$ cat src/rtl/uart_boot_loader.sv
// uart_boot_loader -- core-side UART boot protocol engine.
//
// After reset it sends SYNC_REQ, receives a little-endian LEN_BYTES-byte
// length header, then receives that many image bytes. It packs them
// little-endian into WORD_BYTES-wide words and writes each word to
// instruction memory. When the image is complete it sends SYNC_DONE and
// raises done, which releases the core from reset.
//
// Optional feature (macro UART_BOOT_CHECKSUM_EN): the image is followed by a
// one-byte XOR checksum. A mismatch ends in the sticky error state without
// sending SYNC_DONE.
//
// Ports:
//   clk, rstn             clock, asynchronous active-low reset
//   rx_data/valid/ferr    byte stream from uart_rx (ferr sampled with valid)
//   tx_data/start         byte and one-cycle send strobe to uart_tx
//   tx_busy               uart_tx busy
//   wr_en/addr/data       instruction-memory write port (word addressed)
//   done                  image loaded and SYNC_DONE sent
//   err                   sticky error (framing, oversize header, checksum)
module uart_boot_loader #(
  parameter logic [7:0] SYNC_REQ   = 8'h99,
  parameter logic [7:0] SYNC_DONE  = 8'haa,
  parameter int         LEN_BYTES  = 4,
  parameter int         WORD_BYTES = 4,
  parameter int         ADDR_W     = 12,
  parameter int         MAX_WORDS  = 4096
) (
  input  logic                    clk,
  input  logic                    rstn,
  input  logic [7:0]              rx_data,
  input  logic                    rx_valid,
  input  logic                    rx_ferr,
  output logic [7:0]              tx_data,
  output logic                    tx_start,
  input  logic                    tx_busy,
  output logic                    wr_en,
  output logic [ADDR_W-1:0]       wr_addr,
  output logic [8*WORD_BYTES-1:0] wr_data,
  output logic                    done,
  output logic                    err
);

  localparam int LEN_W  = 8 * LEN_BYTES;
  localparam int DATA_W = 8 * WORD_BYTES;
  // ceil(len/WORD_BYTES) > MAX_WORDS is equivalent to len > MAX_WORDS*WORD_BYTES,
  // which avoids a divider and cannot overflow at this width.
  localparam logic [40:0]       MAX_LEN  = 41'(MAX_WORDS) * 41'(WORD_BYTES);
  localparam logic [ADDR_W-1:0] ADDR_ONE = 1;
  localparam logic [LEN_W-1:0]  LEN_ONE  = 1;

  typedef enum logic [3:0] {
    SEND_REQ,
    TX_WAIT,
    RX_LEN,
    RX_PROG,
`ifdef UART_BOOT_CHECKSUM_EN
    RX_CSUM,
`endif
    SEND_FIN,
    FIN_WAIT,
    DONE,
    ERR
  } state_t;

  state_t              state_reg, state_next;
  logic                skip_reg, skip_next;
  logic [7:0]          tx_data_reg, tx_data_next;
  logic                tx_start_reg, tx_start_next;
  logic                wr_en_reg, wr_en_next;
  logic [ADDR_W-1:0]   wr_addr_reg, wr_addr_next;
  logic [DATA_W-1:0]   wr_data_reg, wr_data_next;
  logic [DATA_W-1:0]   word_reg, word_next, word_new;
  logic [LEN_W-1:0]    len_reg, len_next, len_new;
  logic [LEN_W-1:0]    byte_cnt_reg, byte_cnt_next;
  logic [2:0]          slot_reg, slot_next;
  logic                done_reg, done_next;
  logic                err_reg, err_next;
  logic                last_img;
`ifdef UART_BOOT_CHECKSUM_EN
  logic [7:0]          csum_reg, csum_next;
`endif

  always_ff @(posedge clk or negedge rstn) begin
    if (!rstn) begin
      state_reg    <= SEND_REQ;
      skip_reg     <= 1'b0;
      tx_data_reg  <= '0;
      tx_start_reg <= 1'b0;
      wr_en_reg    <= 1'b0;
      wr_addr_reg  <= '0;
      wr_data_reg  <= '0;
      word_reg     <= '0;
      len_reg      <= '0;
      byte_cnt_reg <= '0;
      slot_reg     <= '0;
      done_reg     <= 1'b0;
      err_reg      <= 1'b0;
`ifdef UART_BOOT_CHECKSUM_EN
      csum_reg     <= '0;
`endif
    end else begin
      state_reg    <= state_next;
      skip_reg     <= skip_next;
      tx_data_reg  <= tx_data_next;
      tx_start_reg <= tx_start_next;
      wr_en_reg    <= wr_en_next;
      wr_addr_reg  <= wr_addr_next;
      wr_data_reg  <= wr_data_next;
      word_reg     <= word_next;
      len_reg      <= len_next;
      byte_cnt_reg <= byte_cnt_next;
      slot_reg     <= slot_next;
      done_reg     <= done_next;
      err_reg      <= err_next;
`ifdef UART_BOOT_CHECKSUM_EN
      csum_reg     <= csum_next;
`endif
    end
  end

  always_comb begin
    state_next    = state_reg;
    skip_next     = skip_reg;
    tx_data_next  = tx_data_reg;
    tx_start_next = 1'b0;
    wr_en_next    = 1'b0;
    // The address advances in the cycle after each write pulse.
    wr_addr_next  = wr_en_reg ? wr_addr_reg + ADDR_ONE : wr_addr_reg;
    wr_data_next  = wr_data_reg;
    word_next     = word_reg;
    word_new      = word_reg;
    len_next      = len_reg;
    len_new       = len_reg;
    byte_cnt_next = byte_cnt_reg;
    slot_next     = slot_reg;
    done_next     = done_reg;
    err_next      = err_reg;
    last_img      = 1'b0;
`ifdef UART_BOOT_CHECKSUM_EN
    csum_next     = csum_reg;
`endif

    case (state_reg)
      SEND_REQ, SEND_FIN: begin
        if (!tx_busy) begin
          tx_data_next  = (state_reg == SEND_REQ) ? SYNC_REQ : SYNC_DONE;
          tx_start_next = 1'b1;
          skip_next     = 1'b1;
          state_next    = (state_reg == SEND_REQ) ? TX_WAIT : FIN_WAIT;
        end
      end

      TX_WAIT, FIN_WAIT: begin
        // The first cycle is skipped so uart_tx has time to raise busy.
        if (skip_reg) begin
          skip_next = 1'b0;
        end else if (!tx_busy) begin
          if (state_reg == TX_WAIT) begin
            state_next    = RX_LEN;
            byte_cnt_next = '0;
          end else begin
            state_next = DONE;
            done_next  = 1'b1;
          end
        end
      end

      RX_LEN: begin
        if (rx_valid) begin
          if (rx_ferr) begin
            state_next = ERR;
            err_next   = 1'b1;
          end else begin
            for (int i = 0; i < LEN_BYTES; i++) begin
              if (byte_cnt_reg == LEN_W'(i)) len_new[8*i +: 8] = rx_data;
            end
            len_next      = len_new;
            byte_cnt_next = byte_cnt_reg + LEN_ONE;
            if (byte_cnt_reg == LEN_W'(LEN_BYTES - 1)) begin
              byte_cnt_next = '0;
              slot_next     = '0;
              word_next     = '0;
              if (len_new == '0) begin
`ifdef UART_BOOT_CHECKSUM_EN
                state_next = RX_CSUM;
`else
                state_next = SEND_FIN;
`endif
              end else if (41'(len_new) > MAX_LEN) begin
                state_next = ERR;
                err_next   = 1'b1;
              end else begin
                state_next = RX_PROG;
              end
            end
          end
        end
      end

      RX_PROG: begin
        if (rx_valid) begin
          if (rx_ferr) begin
            state_next = ERR;
            err_next   = 1'b1;
          end else begin
            for (int i = 0; i < WORD_BYTES; i++) begin
              if (slot_reg == 3'(i)) word_new[8*i +: 8] = rx_data;
            end
            word_next     = word_new;
            slot_next     = slot_reg + 3'd1;
            byte_cnt_next = byte_cnt_reg + LEN_ONE;
            last_img      = (byte_cnt_reg == len_reg - LEN_ONE);
`ifdef UART_BOOT_CHECKSUM_EN
            csum_next     = csum_reg ^ rx_data;
`endif
            // A short final word keeps the zeros its buffer was cleared to.
            if (last_img || slot_reg == 3'(WORD_BYTES - 1)) begin
              wr_en_next   = 1'b1;
              wr_data_next = word_new;
              word_next    = '0;
              slot_next    = '0;
            end
            if (last_img) begin
`ifdef UART_BOOT_CHECKSUM_EN
              state_next = RX_CSUM;
`else
              state_next = SEND_FIN;
`endif
            end
          end
        end
      end

`ifdef UART_BOOT_CHECKSUM_EN
      RX_CSUM: begin
        if (rx_valid) begin
          if (rx_ferr || rx_data != csum_reg) begin
            state_next = ERR;
            err_next   = 1'b1;
          end else begin
            state_next = SEND_FIN;
          end
        end
      end
`endif

      DONE: ;
      ERR:  ;
      default: begin
        state_next = ERR;
        err_next   = 1'b1;
      end
    endcase
  end

  assign tx_data  = tx_data_reg;
  assign tx_start = tx_start_reg;
  assign wr_en    = wr_en_reg;
  assign wr_addr  = wr_addr_reg;
  assign wr_data  = wr_data_reg;
  assign done     = done_reg;
  assign err      = err_reg;

endmodule

$ cat config.mk
export PLATFORM = sky130hd
export DESIGN_NAME = uart_boot_loader
export DESIGN_NICKNAME = d
export VERILOG_FILES = /design/src/rtl/uart_boot_loader.sv
export SDC_FILE = /design/constraint.sdc
export NUM_CORES = 1
export LEC_CHECK = 0
export BUFFER_PORTS_ARGS = -buffer_cell sky130_fd_sc_hd__buf_2
export CORE_MARGIN = 2
export CORE_UTILIZATION = 35
export CTS_BUF_LIST = sky130_fd_sc_hd__clkbuf_16
export DETAILED_ROUTE_END_ITERATION = 7
export SLEW_MARGIN = 25
export SYNTH_ARGS = -nofsm -noshare
export SYNTH_HDL_FRONTEND = slang
export SYNTH_SLANG_ARGS = --single-unit
$ cat constraint.sdc
create_clock -name clk -period 8.4 [get_ports clk]
set_clock_uncertainty 0.2 [all_clocks]
set_input_delay 1.26 -clock clk [delete_from_list [all_inputs] [get_ports clk]]
set_output_delay 1.26 -clock clk [all_outputs]
set_load 0.01 [all_outputs]
Yosys cells after proc, flatten, opt, wreduce, memory -nomap -nowiden
Index checks and enable logic that the tools add are counted.
- flip-flop bits (word level): 160
- word-level logic and storage cells: 147
- muxes and demuxes: 74
- bitwise gates (word level): 6
- reductions and logical operators: 21
- equality and inequality tests: 28
- magnitude comparators: 1
- add/subtract/negate cells: 4
- operator list (kind ; count):
    32-bit two-way mux ; 14
    8-bit two-way mux ; 20
    32-bit case mux with 3 select lines ; 1
    32-bit by 2-bit equality test with 1-bit output, second input constant ; 2
    32-bit logical NOT ; 2
    32-bit case mux with 2 select lines ; 1
    4-bit two-way mux ; 9
    32-bit by 1-bit adder with 32-bit output, second input constant ; 1
    32-bit by 1-bit equality test with 1-bit output, second input constant ; 1
    32-bit equality test ; 1
    32-bit by 15-bit greater-than comparator with 1-bit output, second input constant ; 1
    32-bit by 1-bit subtractor with 32-bit output, second input constant ; 1
    3-bit two-way mux ; 10
    2-bit inequality test, second input constant ; 10
    4-bit case mux with 5 select lines ; 1
    4-bit by 3-bit equality test with 1-bit output, second input constant ; 4
    8-bit AND reduction ; 2
    1-bit two-way mux ; 14
    12-bit by 1-bit adder with 12-bit output, second input constant ; 1
    3-bit inequality test, second input constant ; 4
    4-bit by 2-bit equality test with 1-bit output, second input constant ; 2
    4-bit AND reduction ; 2
    7-bit AND reduction ; 1
    3-bit by 2-bit equality test with 1-bit output, second input constant ; 2
    18 further kinds ; 27

Longest topological paths before layout
- depth in word-level cells: 12
- depth in mapped cells: 15

Worst setup path after synthesis
Ideal clock, no wire load.
- path type: in2reg
- start point: in tx_busy
- end point: reg byte_cnt_reg[31]
- required time: 8.061 ns
- slack: 4.410 ns
- setup time: 0.139 ns
- data arrival time: 3.652 ns
- stages on the path: 9
- cell sequence: or4b_1 > a2111oi_2 > nand2_1 > or2_2 > nor2_1 > and2_1 > or3b_1 > xor2_1 > nor2_1
- cells in the longest elaborated chain, start to end: 2
- ends and longest elaborated chain (item ; RTL line ; source):
    from (decl) ; 36 ; input logic tx_busy,
    2-bit inequality test (no line) ; - ;
    8-bit AND reduction (no line) ; - ;
    to (signal assigned) ; 112 ; byte_cnt_reg <= byte_cnt_next;
    to (decl) ; 75 ; logic [LEN_W-1:0] byte_cnt_reg, byte_cnt_next;
No other way between the ends.
A chain may end at the register's enable or synchronous reset.

Worst setup path in the final report
- start point: in tx_busy
- end point: reg byte_cnt_reg[28]
Same word-level chain as after synthesis.

==> flow_summary.toml <==
[cts]
post-cts-setup-buffers = 0
root_buffer = "clkbuf_16"
clk_latency_ns = 0.43
clk_path_buf_depth = 2
cts_resized = 0
htree_levels = 4
path_clk_slew_ns = 0.06
hold_buffers = 0
numCtsBuffers = 17
clkSinkCount = 154
cts_tree = "built"

[synthesis]
yosysMostFrequentCell = "dfrtp_1"
avgSynthCellArea_um2 = 10.34
ys_types = 76
netlist.area_leader.share_pct = 44.64
synth_seq_cells = 154
yosysWarnings = 0
yosys.area.top_type = "dfrtp_1"
synth-edff-count = 0
async_flop_share_pct = 100.0
synth-main-ff-cell = "dfrtp_1"
ys_top_cells_by_count = "dfrtp_1, nand2_1, nor2_1"
synth_cells = 835
synth.cell_area_um2 = 8632
seq_area_frac_synth_pct = 44.64
synth.area.top_cells = "dfrtp_1, mux2_2, xor2_1, xnor2_1, nand2_1"

[place]
post_dp_cell_area_um2 = 9126
place_congestion = 0.9140
hpwl_um = 14900
io_buffers = 66
dp.cells = 1176

[global_routing]
antenna_found_initial = 0
grt_max_degree = 79
grt_overflow = 0
grt_pass1_wl_um = 35250
grt_pass1_vias = 6390
grt_util_all_layers_pct = 16.98

[cells_and_area]
design_area_um2 = 9733
fin_cells = 1208
syn2layout_area_growth_pct = 12.76
nets = 895
n_antenna_cell = 0
drive_gt1_share_pct = 20.93

[floorplanning]
core-area_um2 = 24250
io_pins = 69
row_count = 57
die_h_um = 161.0
start_util_pct = 35.60
die_area_um2 = 25940
fp.dieW_um = 161.0

[run_status]
status = "complete, no violations"

[sta]
hold_viol = 0
setup_viol_count_final = 0
slew_headroom_pct = 39.67
tightest_slew_ns = 0.9016
layout_min_cycle_time_ns = 4.141
rsz0062_at_grt = "false"
slew_violations = 0
post-route-period-util_pct = 49.29
fmax_ghz = 0.2415
fin_tns_setup_ns = 0

[routing]
vias = 6550
drtIter0Drc = 432
vias_per_cell = 5.422
drtAntennaViolNets = 0
drt-wirelength-per-cell_um = 17.67
dr.pass1.iters = 5
drc_errors = 0
routed_wirelength_um = 21340

[worst_setup_path]
critPathMaxFanout = 7
cp-end-kind = "flip-flop"
cp.required_ns = 8.55
rrSetupSlack_ns = 4.35
worstSetupStartpointType = "input pin"
worstPathArrival_ns = 4.29
setup.worst_path.class = "input pin to flip-flop"

[power_and_ir_drop]
ir_drop_v = 0.0001291
power.leakage_nw = 4.519
power_density_nw_per_um2 = 170.0

[job]
cap_violations = 0

[min_path]
hp-class = "flip-flop to flip-flop"
==> through the flow <==
step	setup WS [ns]	util (%)	total power [mW]	hold WS (ns)
after CTS	4.290	40.12	1.670	0.2750
after detailed placement	3.852	37.64	0.8675	0.2631
final	4.259	40.14	1.655	0.2669
after global routing	3.942	40.14	1.717	0.2976
after floorplan	4.410	-	0.8270	0.2619
after global placement	3.985	37.61	0.8678	0.2553
==> cell families after synthesis <==
kind of cell,synth area share [%]
DFF,44.64
adders and majority gates,1.594
xor gates and xnor gates,7.668
and+or+nand+nor,18.73
muxes,11.48
buffers and inverters,4.160
other,0.04344
AOI/OAI and AO/OA,11.68
==> layout by cell type, fill, tap and decap left out, types with 9 or more instances in the layout <==
cell and count:
a21oi_1 15, a31oi_1 10, a32o_1 25, and3_1 15, buf_2 65, clkbuf_16 17, dfrtp_1 154, ha_1 11
inv_1 19, mux2_1 19, mux2_2 61, mux2i_1 9, nand2_1 67, nand3_1 26, nand4_1 20, nor2_1 66
nor2b_1 11, nor3_1 21, nor4_1 17, o21ai_0 23, or3_1 11, xnor2_1 36, xor2_1 37
==> cell type report <==
| type | instances | area [um^2] |
|---|---|---|
| clock buffers | 17 | 425.4 |
| well taps | 324 | 405.4 |
| multi-input cells | 609 | 4429 |
| inverters | 19 | 71.32 |
| fillers | 2393 | 14520 |
| repair buffers | 70 | 370.4 |
| flip-flops and latches | 154 | 3854 |
| clock inverters | 15 | 177.7 |
==> worst max-delay path, cell delays in order <==
cell and delay, ns:
buf_2 0.10, or4b_1 0.59, nand2_1 0.11, nand2_1 0.11, nor3_1 0.47, nand2_1 0.22, nor3_1 0.56, nand2_1 0.29
or3_1 0.41, a21oi_1 0.15
==> metal layers <==
| layer | routed length (um) | GRT usage, % |
|---|---|---|
| met5 | 0 | 0 |
| met2 | 9745 | 26.65 |
| met3 | 837 | 2.876 |
| met1 | 10430 | 24.15 |
| met4 | 326 | 5.114 |
==> worst paths after layout <==
kind / cells past startpoint / from / to
hold reg to reg: 1 / wr_addr[11]$_DFFE_PN0P_ / wr_addr[11]$_DFFE_PN0P_
min in group asynchronous: 1 / rstn / byte_cnt_reg[4]$_DFFE_PN0P_
max in group asynchronous: 2 / rstn / len_reg[31]$_DFFE_PN0P_
hold / removal: 1 / wr_addr[11]$_DFFE_PN0P_ / wr_addr[11]$_DFFE_PN0P_
setup reg to reg: 9 / len_reg[20]$_DFFE_PN0P_ / word_reg[23]$_DFFE_PN0P_
setup / recovery: 10 / tx_busy / byte_cnt_reg[28]$_DFFE_PN0P_
==> power breakdown <==
part | total [mW] | internal [mW] | switching [mW] | leakage, nW
clock network | 0.802 | 0.451 | 0.351 | 0.298
logic | 0.0821 | 0.0254 | 0.0567 | 2.17
registers | 0.771 | 0.753 | 0.0181 | 2.05
Power figures use the tool's default switching activity.
